### src/rtl/ttc_pkg21.sv
// ttc_pkg21: shared constants and helpers for the multi-channel TTC counter control block.
//   CTRL_EXT_SEL_BIT : external clock select bit in each channel ctrl register
//   CTRL_PS_LSB      : LSB of the prescale exponent field
//   exp_mask(e)      : 2^e - 1, the prescaler terminal count for exponent e
package ttc_pkg21;

    localparam int unsigned CTRL_EXT_SEL_BIT = 0;
    localparam int unsigned CTRL_PS_LSB      = 1;

    // Low e bits set. Callers cast the result down to their counter width.
    function automatic logic [31:0] exp_mask(input logic [31:0] e);
        return (32'd1 << e) - 32'd1;
    endfunction

endpackage

### src/rtl/ttc_ch_ctrl21.sv
// ttc_ch_ctrl21: one TTC channel's clock control register, restart-edge count enable and
// 2^e prescaler.
//   pclk         in   APB clock, rising edge
//   n_p_reset    in   async active-low reset
//   pwdata       in   ctrl register write data
//   wr_sel       in   write strobe for this channel's ctrl register
//   restart      in   per-channel restart level
//   sync_restart in   global restart level, ORed with restart
//   count_en     out  registered counter enable, low one cycle per restart rising edge
//   clk_ctrl_reg out  ctrl register contents
//   count_tick   out  registered prescaled tick, one-cycle pulse
module ttc_ch_ctrl21
    import ttc_pkg21::*;
#(
    parameter int unsigned CTRL_W = 7,
    parameter int unsigned PS_W   = 4
) (
    input  logic              pclk,
    input  logic              n_p_reset,
    input  logic [CTRL_W-1:0] pwdata,
    input  logic              wr_sel,
    input  logic              restart,
    input  logic              sync_restart,
    output logic              count_en,
    output logic [CTRL_W-1:0] clk_ctrl_reg,
    output logic              count_tick
);

    // Counter is EMAX bits wide so e=EMAX gives a full 2^EMAX period without wrapping early.
    localparam int unsigned EMAX = (1 << PS_W) - 1;

    logic [PS_W-1:0] exp_val;
    logic [EMAX-1:0] cnt_max;
    logic [EMAX-1:0] prescaler;
    logic            restart_var;
    logic            eff_rst;
    logic            rst_edge;

    assign exp_val  = clk_ctrl_reg[CTRL_PS_LSB +: PS_W];
    assign cnt_max  = EMAX'(exp_mask(32'(exp_val)));
    assign eff_rst  = restart | sync_restart;
    assign rst_edge = eff_rst & ~restart_var;

    always_ff @(posedge pclk or negedge n_p_reset) begin
        if (!n_p_reset) begin
            clk_ctrl_reg <= '0;
            restart_var  <= 1'b0;
            count_en     <= 1'b0;
            prescaler    <= '0;
            count_tick   <= 1'b0;
        end else begin
            if (wr_sel) begin
                clk_ctrl_reg <= pwdata;
            end

            if (rst_edge) begin
                restart_var <= 1'b1;
                count_en    <= 1'b0;
                prescaler   <= '0;
                count_tick  <= 1'b0;
            end else begin
                restart_var <= eff_rst;
                count_en    <= 1'b1;
                // A write restarts the prescale period even if e is unchanged.
                if (wr_sel) begin
                    prescaler  <= '0;
                    count_tick <= 1'b0;
                end else if (count_en) begin
                    if (prescaler == cnt_max) begin
                        prescaler  <= '0;
                        count_tick <= 1'b1;
                    end else begin
                        prescaler  <= prescaler + EMAX'(1);
                        count_tick <= 1'b0;
                    end
                end else begin
                    count_tick <= 1'b0;
                end
            end
        end
    end

endmodule

### src/rtl/ttc_count_ctrl_multi21.sv
// ttc_count_ctrl_multi21: NUM_CH independent TTC channel controllers sharing write data and a
// global synchronous restart.
//   pclk21             in   APB clock
//   n_p_reset21        in   async active-low reset
//   pwdata21           in   ctrl register write data (shared by all channels)
//   clk_ctrl_reg_sel21 in   per-channel ctrl register write select
//   restart21          in   per-channel restart level
//   sync_restart21     in   global restart, ORed into every channel
//   count_en_out21     out  per-channel counter enable
//   clk_ctrl_reg_out21 out  packed ctrl registers, channel i at [i*CTRL_W +: CTRL_W]
//   count_tick_out21   out  per-channel prescaled count tick
module ttc_count_ctrl_multi21
    import ttc_pkg21::*;
#(
    parameter int unsigned NUM_CH = 3,
    parameter int unsigned CTRL_W = 7,
    parameter int unsigned PS_W   = 4
) (
    input  logic                     pclk21,
    input  logic                     n_p_reset21,
    input  logic [CTRL_W-1:0]        pwdata21,
    input  logic [NUM_CH-1:0]        clk_ctrl_reg_sel21,
    input  logic [NUM_CH-1:0]        restart21,
    input  logic                     sync_restart21,
    output logic [NUM_CH-1:0]        count_en_out21,
    output logic [NUM_CH*CTRL_W-1:0] clk_ctrl_reg_out21,
    output logic [NUM_CH-1:0]        count_tick_out21
);

    for (genvar ch = 0; ch < NUM_CH; ch++) begin : g_ch
        ttc_ch_ctrl21 #(
            .CTRL_W (CTRL_W),
            .PS_W   (PS_W)
        ) u_ch (
            .pclk         (pclk21),
            .n_p_reset    (n_p_reset21),
            .pwdata       (pwdata21),
            .wr_sel       (clk_ctrl_reg_sel21[ch]),
            .restart      (restart21[ch]),
            .sync_restart (sync_restart21),
            .count_en     (count_en_out21[ch]),
            .clk_ctrl_reg (clk_ctrl_reg_out21[ch*CTRL_W +: CTRL_W]),
            .count_tick   (count_tick_out21[ch])
        );
    end

endmodule
### config.mk
export PLATFORM = sky130hd
export DESIGN_NAME = ttc_count_ctrl_multi21
export DESIGN_NICKNAME = d
export VERILOG_FILES = /design/src/rtl/ttc_pkg21.sv /design/src/rtl/ttc_ch_ctrl21.sv /design/src/rtl/ttc_count_ctrl_multi21.sv
export SDC_FILE = /design/constraint.sdc
export NUM_CORES = 1
export LEC_CHECK = 0
export CAP_MARGIN = 20
export CORE_MARGIN = 2
export CORE_UTILIZATION = 45
export DETAILED_ROUTE_END_ITERATION = 10
export PLACE_DENSITY = 0.73
export SETUP_SLACK_MARGIN = 0.02
export SLEW_MARGIN = 20
export SYNTH_ARGS = -nofsm -noshare
export SYNTH_HDL_FRONTEND = slang
export SYNTH_HIERARCHICAL = 1
export SYNTH_SLANG_ARGS = --single-unit
### constraint.sdc
create_clock -name pclk21 -period 2.55 [get_ports pclk21]
set_input_delay 0.51 -clock pclk21 [delete_from_list [all_inputs] [get_ports pclk21]]
set_output_delay 0.51 -clock pclk21 [all_outputs]
set_load 0.05 [all_outputs]
# ---- Word-level counts from Yosys, hierarchy flattened
# Index checks and enable logic that the tools add are counted.
dict set report op_classes {
  bitwise 9
  addsub 6
  eq_ne 3
  n_mux 30
  n_reduce_logical 3
  n_shift 3
}
# operator n
set op_table {}
lappend op_table {{two-way mux 15 bit} 12}
lappend op_table {{adder 15 x 1 -> 15 bit, second input constant} 3}
lappend op_table {{== test 15 bit} 3}
lappend op_table {{<< shifter 1 x 4 -> 15 bit, first input constant} 3}
lappend op_table {{subtractor 15 x 1 -> 15 bit, second input constant} 3}
lappend op_table {{two-way mux 1 bit} 18}
lappend op_table {{nonzero test 3 bit} 3}
lappend op_table {{AND 1 bit} 3}
lappend op_table {{inverter 1 bit} 3}
lappend op_table {{OR 1 bit} 3}
dict set report word_totals {
  reg_bits 75
  output_inout_bits 27
}

# ---- Longest topological paths before layout
dict set report logic_depth {
  depth_word 7
  ltp_mapped 11
}

# ---- By module
# The synthesis kept the hierarchy.
# module cells_per_inst instances area_each_um2 seq_area_each_um2
set by_module_without_submodules {}
lappend by_module_without_submodules {ttc_ch_ctrl21 220 3 1878.1 625.6}

# ---- Worst setup path before layout
# OpenSTA, ideal clock, no wires.
dict set report synth_path {
  kind {flip-flop to flip-flop}
  from {reg g_ch[0].u_ch.clk_ctrl_reg[2]}
  to {reg g_ch[0].u_ch.count_tick}
  setup_time_ns 0.081
  arrival_time_ns 2.821
  setup_slack_ns -0.352
  path_stages_with_launch 11
  synth_period_minus_slack_ns 2.902
  n_path_buf 1
  cell_sequence {dfrtp_1 -> buf_4 -> nor2_1 -> nand3_1 -> ha_1 -> nor4b_1 -> a2111o_1 -> a221oi_2 -> nand4_1 -> or3_1 -> nor3_2}
}
dict set report synth_between {
  elab_chain_cells 7
}
# item line
set synth_lines {}
lappend synth_lines {{start: declaration} ttc_ch_ctrl21.sv:25} ;# output logic [CTRL_W-1:0] clk_ctrl_reg,
lappend synth_lines {{start signal: assignment} ttc_ch_ctrl21.sv:53} ;# clk_ctrl_reg <= pwdata;
lappend synth_lines {{<< shifter 1 x 4 -> 15 bit} ttc_pkg21.sv:12} ;# return (32'd1 << e) - 32'd1;
lappend synth_lines {{subtractor 15 x 1 -> 15 bit} ttc_pkg21.sv:12}
lappend synth_lines {{== test 15 bit} ttc_ch_ctrl21.sv:69} ;# if (prescaler == cnt_max) begin
lappend synth_lines {{two-way mux 1 bit} ttc_ch_ctrl21.sv:69}
lappend synth_lines {{two-way mux 1 bit} ttc_ch_ctrl21.sv:68} ;# end else if (count_en) begin
lappend synth_lines {{two-way mux 1 bit} ttc_ch_ctrl21.sv:65} ;# if (wr_sel) begin
lappend synth_lines {{two-way mux 1 bit} ttc_ch_ctrl21.sv:56} ;# if (rst_edge) begin
lappend synth_lines {{end signal: assignment} ttc_ch_ctrl21.sv:60} ;# count_tick <= 1'b0;
lappend synth_lines {{end signal: assignment} ttc_ch_ctrl21.sv:67} ;# count_tick <= 1'b0;
lappend synth_lines {{end signal: assignment} ttc_ch_ctrl21.sv:71} ;# count_tick <= 1'b1;
lappend synth_lines {{end: declaration} ttc_ch_ctrl21.sv:26} ;# output logic count_tick
# Every way passes these cells.
# A chain may end at the register's enable or synchronous reset.

# ---- Worst setup path in the final report
dict set report layout_path {
  from {reg g_ch[0].u_ch.clk_ctrl_reg[1]}
  to {reg g_ch[0].u_ch.prescaler[8]}
}
dict set report layout_between {
  elab_chain_cells 7
}
# item line
set layout_lines {}
lappend layout_lines {{<< shifter 1 x 4 -> 15 bit} ttc_pkg21.sv:12}
lappend layout_lines {{subtractor 15 x 1 -> 15 bit} ttc_pkg21.sv:12}
lappend layout_lines {{== test 15 bit} ttc_ch_ctrl21.sv:69}
lappend layout_lines {{two-way mux 15 bit} ttc_ch_ctrl21.sv:69}
lappend layout_lines {{two-way mux 15 bit} ttc_ch_ctrl21.sv:68}
lappend layout_lines {{two-way mux 15 bit} ttc_ch_ctrl21.sv:65}
lappend layout_lines {{two-way mux 15 bit} ttc_ch_ctrl21.sv:56}
lappend layout_lines {{end signal: assignment} ttc_ch_ctrl21.sv:73} ;# prescaler <= prescaler + EMAX'(1);
lappend layout_lines {{end: declaration} ttc_ch_ctrl21.sv:34} ;# logic [EMAX-1:0] prescaler;
# Every way passes these cells. The select of a mux whose other input is x is not followed.

==> metrics.csv <==
metric;value;unit
status;finished clean;
Starting DRT DRC Count;507;
Design Area, Final;0.007005;mm²
Max Fclk;0.4010;GHz
Final nets;729;
leakage;2.798;nW
GRT Total Usage;22.80;%
reg2reg start;g_ch[0].u_ch/clk_ctrl_reg[1]$_DFFE_PN0P_;
mapped cell area;0.005634;mm²
IO Port Bufs;42;
R2R cell count;12;
CP max stage cell;dfrtp_2;
Area Growth Syn to Fin;24.34;%
Placed Instance Area;0.006337;mm²
Final Skew;0.004961;ns
worst min path class;in -> async;
Core ar.;0.01211;mm²
max_cap viols;0;
Final Hold Viols;0;
CP bufs+invs;3;
post-layout minimum cycle time;2.494;ns
Num CTS Buffers;9;
Root Buffer;clkbuf_16;
FF+latch count, synth;75;
Critical Path Sink Type;register;
RSZ-0062 raised after global routing;yes;
CTS tree;yes;
post-synthesis async set-or-reset flop share;100.0;%
Worst slew margin;42.55;%
EDFF count, synth;0;
sequential share of the synthesized area;33.31;%
clk sinks;75;
Die Area;0.01343;mm²
die width;115.9;µm
antenna violations before repair;0;
Clock transition at path regs;0.06;ns
drt drc;0;
drt total wl;15470;µm
CP peak stage delay;0.44;ns
routed len/inst;17.58;µm
PD cells;512.7;mW/mm²
Finish-stage setup viols;0;
global route total overflow;0;
r2r setup slk;0.06;ns
Top-Level Pins;43;
largest net degree at the start of global routing;67;
Setup TNS;0;ns
Pwr Total;3.592;mW
period utilization;97.79;%
share of post-route cells with drive strength above 1;23.31;%
Slew Viols, Final;0;
Post-synth top flop;dfrtp_1;
most frequent cells in the layout;dfrtp_1, buf_4, nand2_1, nor2_1, nand3_1;
GPL Wtd Cong;0.8710;
final antenna-violating net count;0;
crit path kind;reg -> reg;
Critical Path AT;2.69;ns
family with the most delay on the worst path;simple AND/OR/NAND/NOR gates;
Initial Utilization;46.52;%
Largest register FFs;45;
Peak VDD IR;526.4;µV
Post-Layout Cell Count;880;
Mapped Cells;660;
first-pass GRT wire length;24490;µm
routed vias/inst;6.130;
worst skew pair latency;0.33;ns
Slew @ Worst Pin;0.8618;ns
YS warnings;6;
CP Max Fanout;8;
cts hold-fix bufs;0;
clk buf depth;2;
# rows;40;
CP Launch Type;register;
worst reg2reg path endpoint;g_ch[0].u_ch/prescaler[8]$_DFFE_PN0P_;
H-tree depth;3;
Syn Area/Cell;8.537;µm²
Inserted Diodes;0;
CP required;2.75;ns
DRT Pass-1 Iters;5;
Placed Cells;849;
Vias;5394;
Detail Placement HPWL;10500;µm
die span in y;115.9;µm
vias in the first global route;4958;
commonest non-fill, non-tap cell in the layout;dfrtp_1;
synthesized net count;682;
dominant cell type by count on the critical path;buf_4;
critical path cell sequence;nor2_4, nand2_2, ha_4, buf_4, xor2_1, o32a_1, xor2_2, nand4_1, buf_4, nor4_4, buf_4, nor4_1;
Synth cell types;55;
through the flow:
stage,util (%),setup slack (ns),hold slack [ns]
floorplan,-,0.005229,0.2144
global placement,52.32,0.09041,0.4335
detailed placement,52.32,0.03514,0.4372
CTS,54.93,0.03588,0.3144
global route,57.84,-0.06377,0.3578
finish,57.84,0.05644,0.2770
layer usage:
metal	part of all wire, %	GRT usage (%)
met2	50	38.99
met1	43	29.65
met3	4.8	3.556
met4	1.8	7.460
met5	0	0
report_power, final:
part | internal, mW | switching (mW)
Combinational | 0.408 | 0.598
Sequential | 1.24 | 0.0629
Clock | 0.764 | 0.518
Total | 2.41 | 1.18
how the worst max path moves through the flow:
stage | start | endpoint | slack [ns] | cells past startpoint
6_report | g_ch[0].u_ch/clk_ctrl_reg[1]$_DFFE_PN0P_ | g_ch[0].u_ch/prescaler[8]$_DFFE_PN0P_ | 0.06 | 12
5_1_grt | g_ch[0].u_ch/clk_ctrl_reg[1]$_DFFE_PN0P_ | g_ch[0].u_ch/prescaler[8]$_DFFE_PN0P_ | -0.06 | 12
2_1_floorplan | g_ch[0].u_ch/clk_ctrl_reg[1]$_DFFE_PN0P_ | g_ch[0].u_ch/count_tick$_DFF_PN0_ | 0.005 | 10
3_3_place_gp | g_ch[2].u_ch/clk_ctrl_reg[3]$_DFFE_PN0P_ | g_ch[2].u_ch/prescaler[10]$_DFFE_PN0P_ | 0.09 | 11
4_1_cts | g_ch[2].u_ch/clk_ctrl_reg[1]$_DFFE_PN0P_ | g_ch[2].u_ch/prescaler[10]$_DFFE_PN0P_ | 0.04 | 11
3_5_place_dp | g_ch[2].u_ch/clk_ctrl_reg[1]$_DFFE_PN0P_ | g_ch[2].u_ch/prescaler[9]$_DFFE_PN0P_ | 0.04 | 11
area by class of cell:
cell class                 count  area (µm²)
fill                        1071        5106
multi-input combinational    510        3717
sequential                    75        1892
timing repair buffer          96       827.0
clock buffer                   9       225.2
tap                          168       210.2
clock inverter                 7       77.57
inverter                      15       56.30
synth_stat cells (all sizes together) (18+ instances only):
cell / count / area [µm²]
buf: 30 / 191.4
o21ai: 42 / 210.2
mux2: 21 / 236.5
nand2: 48 / 180.2
nor4: 39 / 307.8
mux2i: 18 / 180.2
clkbuf: 30 / 112.6
nor2: 48 / 180.2
dfrtp: 75 / 1877
nand3: 42 / 210.2
nor2b: 21 / 131.4
a21oi: 18 / 90.09
nor3: 18 / 105.1
and3: 24 / 150.1
what timing repair did:
item                                    in CTS  in global routing
setup buffers                                0                 15
resized for setup                            3                 51
pin swaps                                    0                 27
endpoints found under the setup margin       2                 48
logic make-up after synthesis:
group,after synthesis,share of synthesized area (%)
AOI/OAI and AO/OA,132,16.66
xor gates and xnor gates,18,2.798
adders and majority gates,6,1.332
buffers and inverters,75,6.396
DFF,75,33.31
muxes,39,7.395
and+or+nand+nor,315,32.11
Power figures use the tool's default switching activity.
